## src/rtl/ring_rd_sched.sv

```systemverilog
// Ring read scheduler: for each queued L1A, loads the ring read address and
// streams WORDS_PER_SMP x smp_lim words, stalling on ring-almost-empty or downstream almost-full.
module ring_rd_sched #(
    parameter int WORDS_PER_SMP = 96,
    parameter int EVT_CNT_W     = 16
) (
    input  logic                 CLK,
    input  logic                 RST_RESYNC,
    input  logic [6:0]           SAMP_MAX,
    input  logic                 L1A_BUF_MT,
    input  logic                 EVT_BUF_AFL,
    input  logic                 RING_AMT,
    output logic                 LD_ADDR,
    output logic                 NXT_L1A,
    output logic                 RD,
    output logic [6:0]           SMP,
    output logic [6:0]           SEQ,
    output logic [2:0]           EVT_STATE,
    output logic                 EVT_DONE,
    output logic [EVT_CNT_W-1:0] EVT_CNT
);

    typedef enum logic [2:0] {
        S_IDLE  = 3'd0,
        S_LOAD  = 3'd1,
        S_READ  = 3'd2,
        S_PAUSE = 3'd3,
        S_DONE  = 3'd4
    } state_t;

    localparam logic [6:0] SEQ_LAST = 7'(WORDS_PER_SMP - 1);

    state_t               state_q;
    logic                 afl_meta_q;
    logic                 afl_s_q;
    logic [6:0]           smp_q;
    logic [6:0]           seq_q;
    logic [6:0]           smp_lim_q;
    logic [EVT_CNT_W-1:0] evt_cnt_q;
    logic                 ld_addr_q;
    logic                 evt_done_q;

    logic ring_ok;
    logic seq_last;
    logic smp_last;

    // EVT_BUF_AFL comes from another clock domain; only afl_s_q may steer the FSM.
    always_ff @(posedge CLK or posedge RST_RESYNC) begin
        if (RST_RESYNC) begin
            afl_meta_q <= 1'b0;
            afl_s_q    <= 1'b0;
        end else begin
            afl_meta_q <= EVT_BUF_AFL;
            afl_s_q    <= afl_meta_q;
        end
    end

    assign ring_ok  = !RING_AMT && !afl_s_q;
    assign seq_last = (seq_q == SEQ_LAST);
    assign smp_last = (smp_q == smp_lim_q - 7'd1);

    always_ff @(posedge CLK or posedge RST_RESYNC) begin
        if (RST_RESYNC) begin
            state_q    <= S_IDLE;
            smp_q      <= 7'd0;
            seq_q      <= 7'd0;
            smp_lim_q  <= 7'd1;
            evt_cnt_q  <= '0;
            ld_addr_q  <= 1'b0;
            evt_done_q <= 1'b0;
        end else begin
            ld_addr_q  <= 1'b0;
            evt_done_q <= 1'b0;
            case (state_q)
                S_IDLE: begin
                    if (!L1A_BUF_MT && !afl_s_q) begin
                        state_q   <= S_LOAD;
                        ld_addr_q <= 1'b1;
                    end
                end
                S_LOAD: begin
                    // A zero sample count still reads one full sample.
                    smp_lim_q <= (SAMP_MAX == 7'd0) ? 7'd1 : SAMP_MAX;
                    smp_q     <= 7'd0;
                    seq_q     <= 7'd0;
                    state_q   <= S_READ;
                end
                S_READ: begin
                    if (!ring_ok) begin
                        state_q <= S_PAUSE;
                    end else if (!seq_last) begin
                        seq_q <= seq_q + 7'd1;
                    end else if (smp_last) begin
                        state_q    <= S_DONE;
                        evt_done_q <= 1'b1;
                    end else begin
                        seq_q <= 7'd0;
                        smp_q <= smp_q + 7'd1;
                    end
                end
                S_PAUSE: begin
                    if (ring_ok) begin
                        state_q <= S_READ;
                    end
                end
                S_DONE: begin
                    evt_cnt_q <= evt_cnt_q + 1'b1;
                    state_q   <= S_IDLE;
                end
                default: state_q <= S_IDLE;
            endcase
        end
    end

    // RD is a same-cycle strobe: the ring consumes one word on every rising
    // edge where RD=1; there is no back-pressure on it beyond RING_AMT/afl_s.
    assign RD        = (state_q == S_READ) && ring_ok;
    assign LD_ADDR   = ld_addr_q;
    assign NXT_L1A   = ld_addr_q;
    assign EVT_DONE  = evt_done_q;
    assign SMP       = smp_q;
    assign SEQ       = seq_q;
    assign EVT_STATE = state_q;
    assign EVT_CNT   = evt_cnt_q;

endmodule
```

## config.mk

```make
export PLATFORM = sky130hd
export DESIGN_NAME = ring_rd_sched
export DESIGN_NICKNAME = d
export VERILOG_FILES = /design/src/rtl/ring_rd_sched.sv
export SDC_FILE = /design/constraint.sdc
export NUM_CORES = 1
export LEC_CHECK = 0
export ABC_AREA = 1
export BUFFER_PORTS_ARGS = -buffer_cell sky130_fd_sc_hd__buf_4
export CORE_ASPECT_RATIO = 1.25
export CORE_UTILIZATION = 35
export DETAILED_ROUTE_END_ITERATION = 10
export GPL_TIMING_DRIVEN = 0
export PLACE_DENSITY_LB_ADDON = 0.15
export SLEW_MARGIN = 20
export SYNTH_ARGS = -nofsm -noshare
export SYNTH_HDL_FRONTEND = slang
export SYNTH_SLANG_ARGS = --single-unit
```

## constraint.sdc

```tcl
create_clock -name CLK -period 5.85 [get_ports CLK]
set_input_delay 0.2925 -clock CLK [delete_from_list [all_inputs] [get_ports CLK]]
set_output_delay 0.2925 -clock CLK [all_outputs]
set_load 0.01 [all_outputs]
```

==> results of run 1 <==
## synthesized netlist by cell type
cell type	number
nand3_2	2
a31oi_1	2
nand3_1	19
o21ai_1	5
a311oi_1	1
o211ai_1	1
ha_1	4
xor2_1	14
o21bai_1	1
inv_1	33
nor2_2	5
clkbuf_1	1
nor2_4	1
buf_4	1
dfstp_2	1
o21ai_0	2
nor4_1	1
nor3_1	4
nand2_1	73
nand3b_1	2
nand2_2	7
dfrtp_1	43
nor3_4	1
or2_2	3
mux2_2	3
nor2_1	37
nand2_4	1
buf_8	1
nand4_1	2
inv_2	3
a21oi_1	4
o21ai_2	3
xnor2_1	7
or2_1	1
nor3b_1	1
## cell families (layout without fill, tap and decap cells)
| kind of cell | Yosys count | count (layout) | share of synthesized area [%] |
|---|---|---|---|
| and+or+nand+nor | 160 | 160 | 30.6 |
| muxes | 3 | 3 | 1.42 |
| DFF | 44 | 44 | 46.4 |
| adders and majority gates | 4 | 4 | 2.11 |
| AOI/OAI and AO/OA | 19 | 19 | 4.95 |
| xor gates and xnor gates | 21 | 21 | 7.74 |
| buffers and inverters | 39 | 96 | 6.79 |
## final cells by class
| cell class | instances | area [um^2] | share of cell area, % |
|---|---|---|---|
| Multi-Input combinational cell | 207 | 1110 | 37.6 |
| Sequential cell | 44 | 1100 | 37.3 |
| Timing Repair Buffer | 50 | 390 | 13.2 |
| Inverter | 36 | 135 | 4.57 |
| Tap cell | 87 | 109 | 3.68 |
| Clock buffer | 5 | 68.8 | 2.33 |
| Buffer | 3 | 26.3 | 0.888 |
| Clock inverter | 2 | 12.5 | 0.423 |
## worst max-delay path, delay by kind of cell (launching register included)
family	cells	cell delay, ns
AOI/OAI and AO/OA	1	0.07
DFF	1	0.56
and+or+nand+nor	10	0.77
adders and majority gates	1	0.31
buffers and inverters	3	0.26
## timing repair
| item | 4_1_cts | 5_1_grt |
|---|---|---|
| hold buffers | 1 | 0 |
| gates resized for setup | 0 | 0 |
| hold endpoints to repair | 12 | 0 |
| endpoints found under the setup margin | 0 | 0 |
## routing by layer
| metal | track usage, % | vias to the layer above | routed length, um |
|---|---|---|---|
| met5 | 0 | - | 0 |
| met4 | 4.63 | 0 | 65 |
| met3 | 2.90 | 6 | 168 |
| met2 | 23.8 | 35 | 2360 |
| met1 | 20.4 | 895 | 2340 |
| li1 | - | 1020 | - |
## power groups by stage
stage               Sequential, mW  Combinational [mW]  Clock [mW]
finish                       0.407               0.408       0.187
global route                 0.414               0.473       0.206
CTS                          0.408               0.418       0.194
detailed placement           0.414               0.416           0
global placement             0.414               0.411           0
floorplan                    0.408               0.306           0
## sequential cells by signal (all words and copies together) (netlist names)
signal      flops
EVT_CNT        16
SEQ             7
SMP             7
smp_lim_q       7
EVT_STATE       3
EVT_DONE        1
LD_ADDR         1
afl_meta_q      1
afl_s_q         1
## through the flow
| step | area, um^2 | utilization (%) | cells | setup slack [ns] |
|---|---|---|---|---|
| finish | 2960 | 45.1 | 434 | 3.74 |
| global route | 2960 | 45.1 | 434 | 3.51 |
| CTS | 2960 | 45.1 | 434 | 3.69 |
| detailed placement | 2870 | 43.7 | 426 | 3.70 |
| global placement | 2850 | 43.4 | 425 | 3.73 |
| floorplan | 2380 | - | 290 | 3.96 |
## final timing paths
kind	start	to	slack (ns)	cells after the start
hold / removal	EVT_BUF_AFL	afl_meta_q	0.1	1
hold reg to reg	afl_meta_q	afl_s_q	0.36	0
min in group asynchronous	RST_RESYNC	EVT_CNT[9]	0.51	3
setup reg to reg	smp_lim_q[0]	SMP[6]	3.74	15
max in group asynchronous	RST_RESYNC	SEQ[0]	4.87	4
setup / recovery	smp_lim_q[0]	SMP[6]	3.74	15
==> flow_metrics.env, run 1 <==
export IMPL_cts_buffer_depth=2
export IMPL_clk_latency_ns=0.30
export IMPL_ys_seq_elements=44
export IMPL_intPower_uw=598
export IMPL_drc=0
export IMPL_clk_pin_slew_ns=0.09
export IMPL_synth_area_per_cell_um2=8.20
export IMPL_fin_crit_sh_pct=36.1
export IMPL_netlist_instances=290
export IMPL_grt_max_degree=32
export IMPL_cp_max_fo=10
export IMPL_globalRoute_totalOverflow=0
export IMPL_drt_pass1_iter_count=4
export IMPL_cp_data_required_time_ns=6.03
export IMPL_grt_pass1_vias=1790
export IMPL_switching_share_pct=40.3
export IMPL_mostFrequentLayoutCell="nand2_1"
export IMPL_cts_tree="built"
export IMPL_numCtsBuffers=5
export IMPL_die_area_mm2=0.00713
export IMPL_clkPwrFrac_pct=18.7
export IMPL_ant_nets=0
export IMPL_avgViaCountPerCell=4.51
export IMPL_ios=49
export IMPL_synthTopCellsByArea="dfrtp_1 45%, nand2_1 12%, nor2_1 5.8%, inv_1 5.2%, xor2_1 5.2%"
export IMPL_leakage_nw=1.52
export IMPL_wl_um=4940
export IMPL_rows=33
export IMPL_hpwl_um=3770
export IMPL_crit_chain="inv_1 > ha_1 > nand2_1 > inv_1 > nor2_1 > nand2_1 > nor2_1 > nand2_1 > nor2_2 > nand2_1 > nand2_2 > nand2_2 > nand2_4 > buf_8 > o21ai_1"
export IMPL_critPathMaxStageDelay_ns=0.56
export IMPL_start_util_pct=36.2
export IMPL_routabilityCongestion=0.766
export IMPL_ir_drop_mv=0.178
export IMPL_rsz0062_at_grt="false"
export IMPL_start_kind="flop"
export IMPL_max_slew_margin_pct=71.7
export IMPL_drive_gt1_share_pct=25.6
export IMPL_crit_top_cell="nand2_1"
export IMPL_synth_top_area_share_pct=45.3
export IMPL_hold_viol=0
export IMPL_p_seq_share_pct=40.6
export IMPL_critPathKind="flop to flop"
export IMPL_htreeDepth=2
export IMPL_die_x_um=75.7
export IMPL_fillers=676
export IMPL_maxSlewViolCount=0
export IMPL_clock_root_buffer="clkbuf_8"
export IMPL_mostFrequentLayoutCells="73 x nand2_1, 49 x buf_4, 43 x dfrtp_1, 37 x nor2_1, 32 x inv_1"
export IMPL_finClkSkew_ns=0.0100
export IMPL_ys_warnings_count=0
export IMPL_cp_arrival_ns=2.29
export IMPL_globalRouteTotalUtil_pct=15.0
export IMPL_hold_class="input port to flop"
export IMPL_setup_tns_final_ns=0
export IMPL_fmaxAchievable_mhz=473
export IMPL_die_h_um=94.1
export IMPL_design_core_area_mm2=0.00657
export IMPL_netlist_top_cell_by_area="dfrtp_1"
export IMPL_fin_crit_ns=2.11
export IMPL_synth_fp_nets=306
export IMPL_seq_area_frac_synth_pct=46.4
export IMPL_syn_area_mm2=0.00238
export IMPL_status="finished, final reports clean"
export IMPL_pwr_density_cell_mw_per_mm2=339
export IMPL_clock_sinks=44
export IMPL_wire_per_inst_um=11.4
export IMPL_setup_viol=0
export IMPL_antenna_found_initial=0
export IMPL_vias=1956
export IMPL_fin_hold_ws_ns=0.0990
export IMPL_power_mw=1.00
export IMPL_endpoint_kind="flop"
export IMPL_grt_pass1_wl_um=8130
export IMPL_postCtsSetupBuffers=0
export IMPL_share_comb_of_total_power_pct=40.7
export IMPL_synth_cell_types=35
export IMPL_first_iter_violations=106
export IMPL_antenna_cells=0
export IMPL_tightest_slew_ns=0.423
export IMPL_p_sw_uw=404
export IMPL_maxCapViolCount=0
export IMPL_io_buffers=48
export IMPL_area_growth_pct=24.4
export IMPL_crit_slowest_cell="dfstp_2"
export IMPL_nNetsFinal=363
(Power assumes the default switching activity.)
==> run 2, diff against run 1 <==
- clock period: 5.85 -> 1.8 ns (I/O delays scaled with it)
==> flow_metrics.env, run 2 (synthesized netlist as in run 1, its figures left out) <==
export IMPL_top_layer_used="met4"
export IMPL_die_h_um=94.1
export IMPL_antenna_found_initial=0
export IMPL_clk_pin_slew_ns=0.10
export IMPL_hold_end="smp_lim_q[6]"
export IMPL_pre_cts_ws_ns=-0.239
export IMPL_status="finished with violations"
export IMPL_rsz0062_at_grt="true"
export IMPL_dr_wl_met2_um=2450
export IMPL_largest_register_ffs=16
export IMPL_r2r_end="SMP[6]"
export IMPL_violations="negative setup slack"
export IMPL_globalRouteTotalUtil_pct=15.2
export IMPL_grt_max_degree=28
export IMPL_max_slew_margin_pct=71.8
export IMPL_hold_path_depth=2
export IMPL_layout_setup_ws_ns=-0.169
export IMPL_r2r_slack_ns=-0.17
export IMPL_setup_tns_final_ns=-1.65
export IMPL_finClkSkew_ns=0.0106
export IMPL_globalRoute_totalOverflow=0
export IMPL_first_iter_violations=83
export IMPL_cp_data_required_time_ns=1.99
export IMPL_hold_class="input port to flop"
export IMPL_place_area_mm2=0.00288
export IMPL_routabilityCongestion=0.755
export IMPL_start_util_pct=36.2
export IMPL_fin_crit_ns=1.97
export IMPL_clock_root_buffer="clkbuf_8"
export IMPL_antenna_cells=0
export IMPL_pwr_density_cell_mw_per_mm2=1180
export IMPL_cts_tree="built"
export IMPL_wl_met3_um=147
export IMPL_area_growth_pct=31.1
export IMPL_min_from="SAMP_MAX[6]"
export IMPL_cp_arrival_ns=2.16
export IMPL_clk_latency_ns=0.30
export IMPL_crit_slowest_cell="dfstp_2"
export IMPL_io_buffers=48
export IMPL_rows=33
export IMPL_numCtsBuffers=5
export IMPL_fmaxAchievable_mhz=508
export IMPL_die_area_mm2=0.00713
export IMPL_grt_pass1_vias=1840
export IMPL_grt_pass1_wl_um=8210
export IMPL_design_core_area_mm2=0.00657
export IMPL_fin_hold_ws_ns=0.0334
export IMPL_mostFrequentLayoutCell="nand2_1"
export IMPL_leakage_nw=1.58
export IMPL_die_x_um=75.7
export IMPL_drive_gt1_share_pct=29.6
export IMPL_final_area_mm2=0.00312
export IMPL_worst_r2r_path_depth=15
export IMPL_fillers=661
export IMPL_maxSlewViolCount=0
export IMPL_wl_met1_um=2390
export IMPL_crit_chain="inv_2 > ha_4 > nand2_2 > inv_2 > nor2_2 > nand2_1 > nor2_2 > nand2_1 > nor2_2 > nand2_1 > nand2_2 > nand2_2 > nand2_4 > clkbuf_16 > o21ai_1"
export IMPL_tightest_slew_ns=0.422
export IMPL_cts_buffer_depth=2
export IMPL_drc=0
export IMPL_nNetsFinal=370
export IMPL_ant_nets=0
export IMPL_fin_crit_sh_pct=109
export IMPL_wire_per_inst_um=11.4
export IMPL_maxCapViolCount=0
export IMPL_avgViaCountPerCell=4.46
export IMPL_drt_pass1_iter_count=4
export IMPL_hpwl_um=3750
export IMPL_htreeDepth=2
export IMPL_critPathKind="flop to flop"
export IMPL_cp_max_fo=6
export IMPL_endpoint_kind="flop"
export IMPL_vias=1970
export IMPL_ir_drop_mv=0.450
export IMPL_start_kind="flop"
export IMPL_ios=49
export IMPL_reg2reg_from="smp_lim_q[0]"
export IMPL_wl_um=5040
export IMPL_mostFrequentLayoutCells="72 x nand2_1, 53 x buf_4, 42 x dfrtp_1, 35 x nor2_1, 30 x inv_1"
export IMPL_clock_sinks=44
export IMPL_critPathMaxStageDelay_ns=0.55
export IMPL_hold_viol=0
export IMPL_fin_util_pct=47.5
export IMPL_setup_viol=14
## run 2: cell types whose count changed in the layout (fill, tap and decap cells not counted), sizes merged
cell / previous run / this run
buf: 51 / 55
dlygate4sd3: 1 / 3
bufinv: 0 / 1
clkbuf: 6 / 7
clkinv: 1 / 0
inv: 36 / 37
## run 2: worst max path at each step
stage,start,slack (ns),end
2_1_floorplan,smp_lim_q[0],-0.02,SMP[4]
3_3_place_gp,smp_lim_q[0],-0.23,SMP[5]
3_5_place_dp,smp_lim_q[0],-0.24,SMP[4]
4_1_cts,smp_lim_q[0],-0.22,SMP[4]
5_1_grt,smp_lim_q[0],-0.31,SMP[1]
6_report,smp_lim_q[0],-0.17,SMP[6]
## run 2: worst max-delay path: cells and delay by family (launching register included)
kind                       cells  cell delay [ns]
DFF                            1             0.55
and+or+nand+nor               10             0.79
AOI/OAI and AO/OA              1             0.06
buffers and inverters          3             0.24
adders and majority gates      1             0.21
## run 2: timing repair
action,in CTS,in global routing
pin swaps,1,2
resized for setup,1,10
endpoints found under the hold margin,19,0
hold buffers,3,0
setup buffers,2,2
endpoints found under the setup margin,17,20
cloned,0,1
## run 2: routing by layer
layer | vias up | track usage [%]
li1 | 1037 | -
met1 | 900 | 20.5
met2 | 27 | 24.4
met3 | 6 | 2.90
met4 | 0 | 4.63
met5 | - | 0
## run 2: area by class of cell
cell class | instances | area (um^2) | area share [%]
multi-input cells | 207 | 1160 | 37.3
flip-flops and latches | 44 | 1100 | 35.4
repair buffers | 57 | 465 | 14.9
inverters | 36 | 135 | 4.34
well taps | 87 | 109 | 3.49
clock buffers | 5 | 68.8 | 2.21
clock inverters | 3 | 46.3 | 1.49
plain buffers | 3 | 26.3 | 0.843
## run 2: power by group
part | switching, mW | internal (mW) | leakage, nW
registers | 0.176 | 1.14 | 0.586
clock network | 0.361 | 0.418 | 0.0548
logic | 0.892 | 0.702 | 0.938
total | 1.43 | 2.26 | 1.58
## run 2: metrics by stage
stage	instances	power, mW
after floorplan	290	2.35
after global placement	425	2.72
after detailed placement	426	2.73
after CTS	439	3.59
after global routing	442	3.99
final	442	3.69
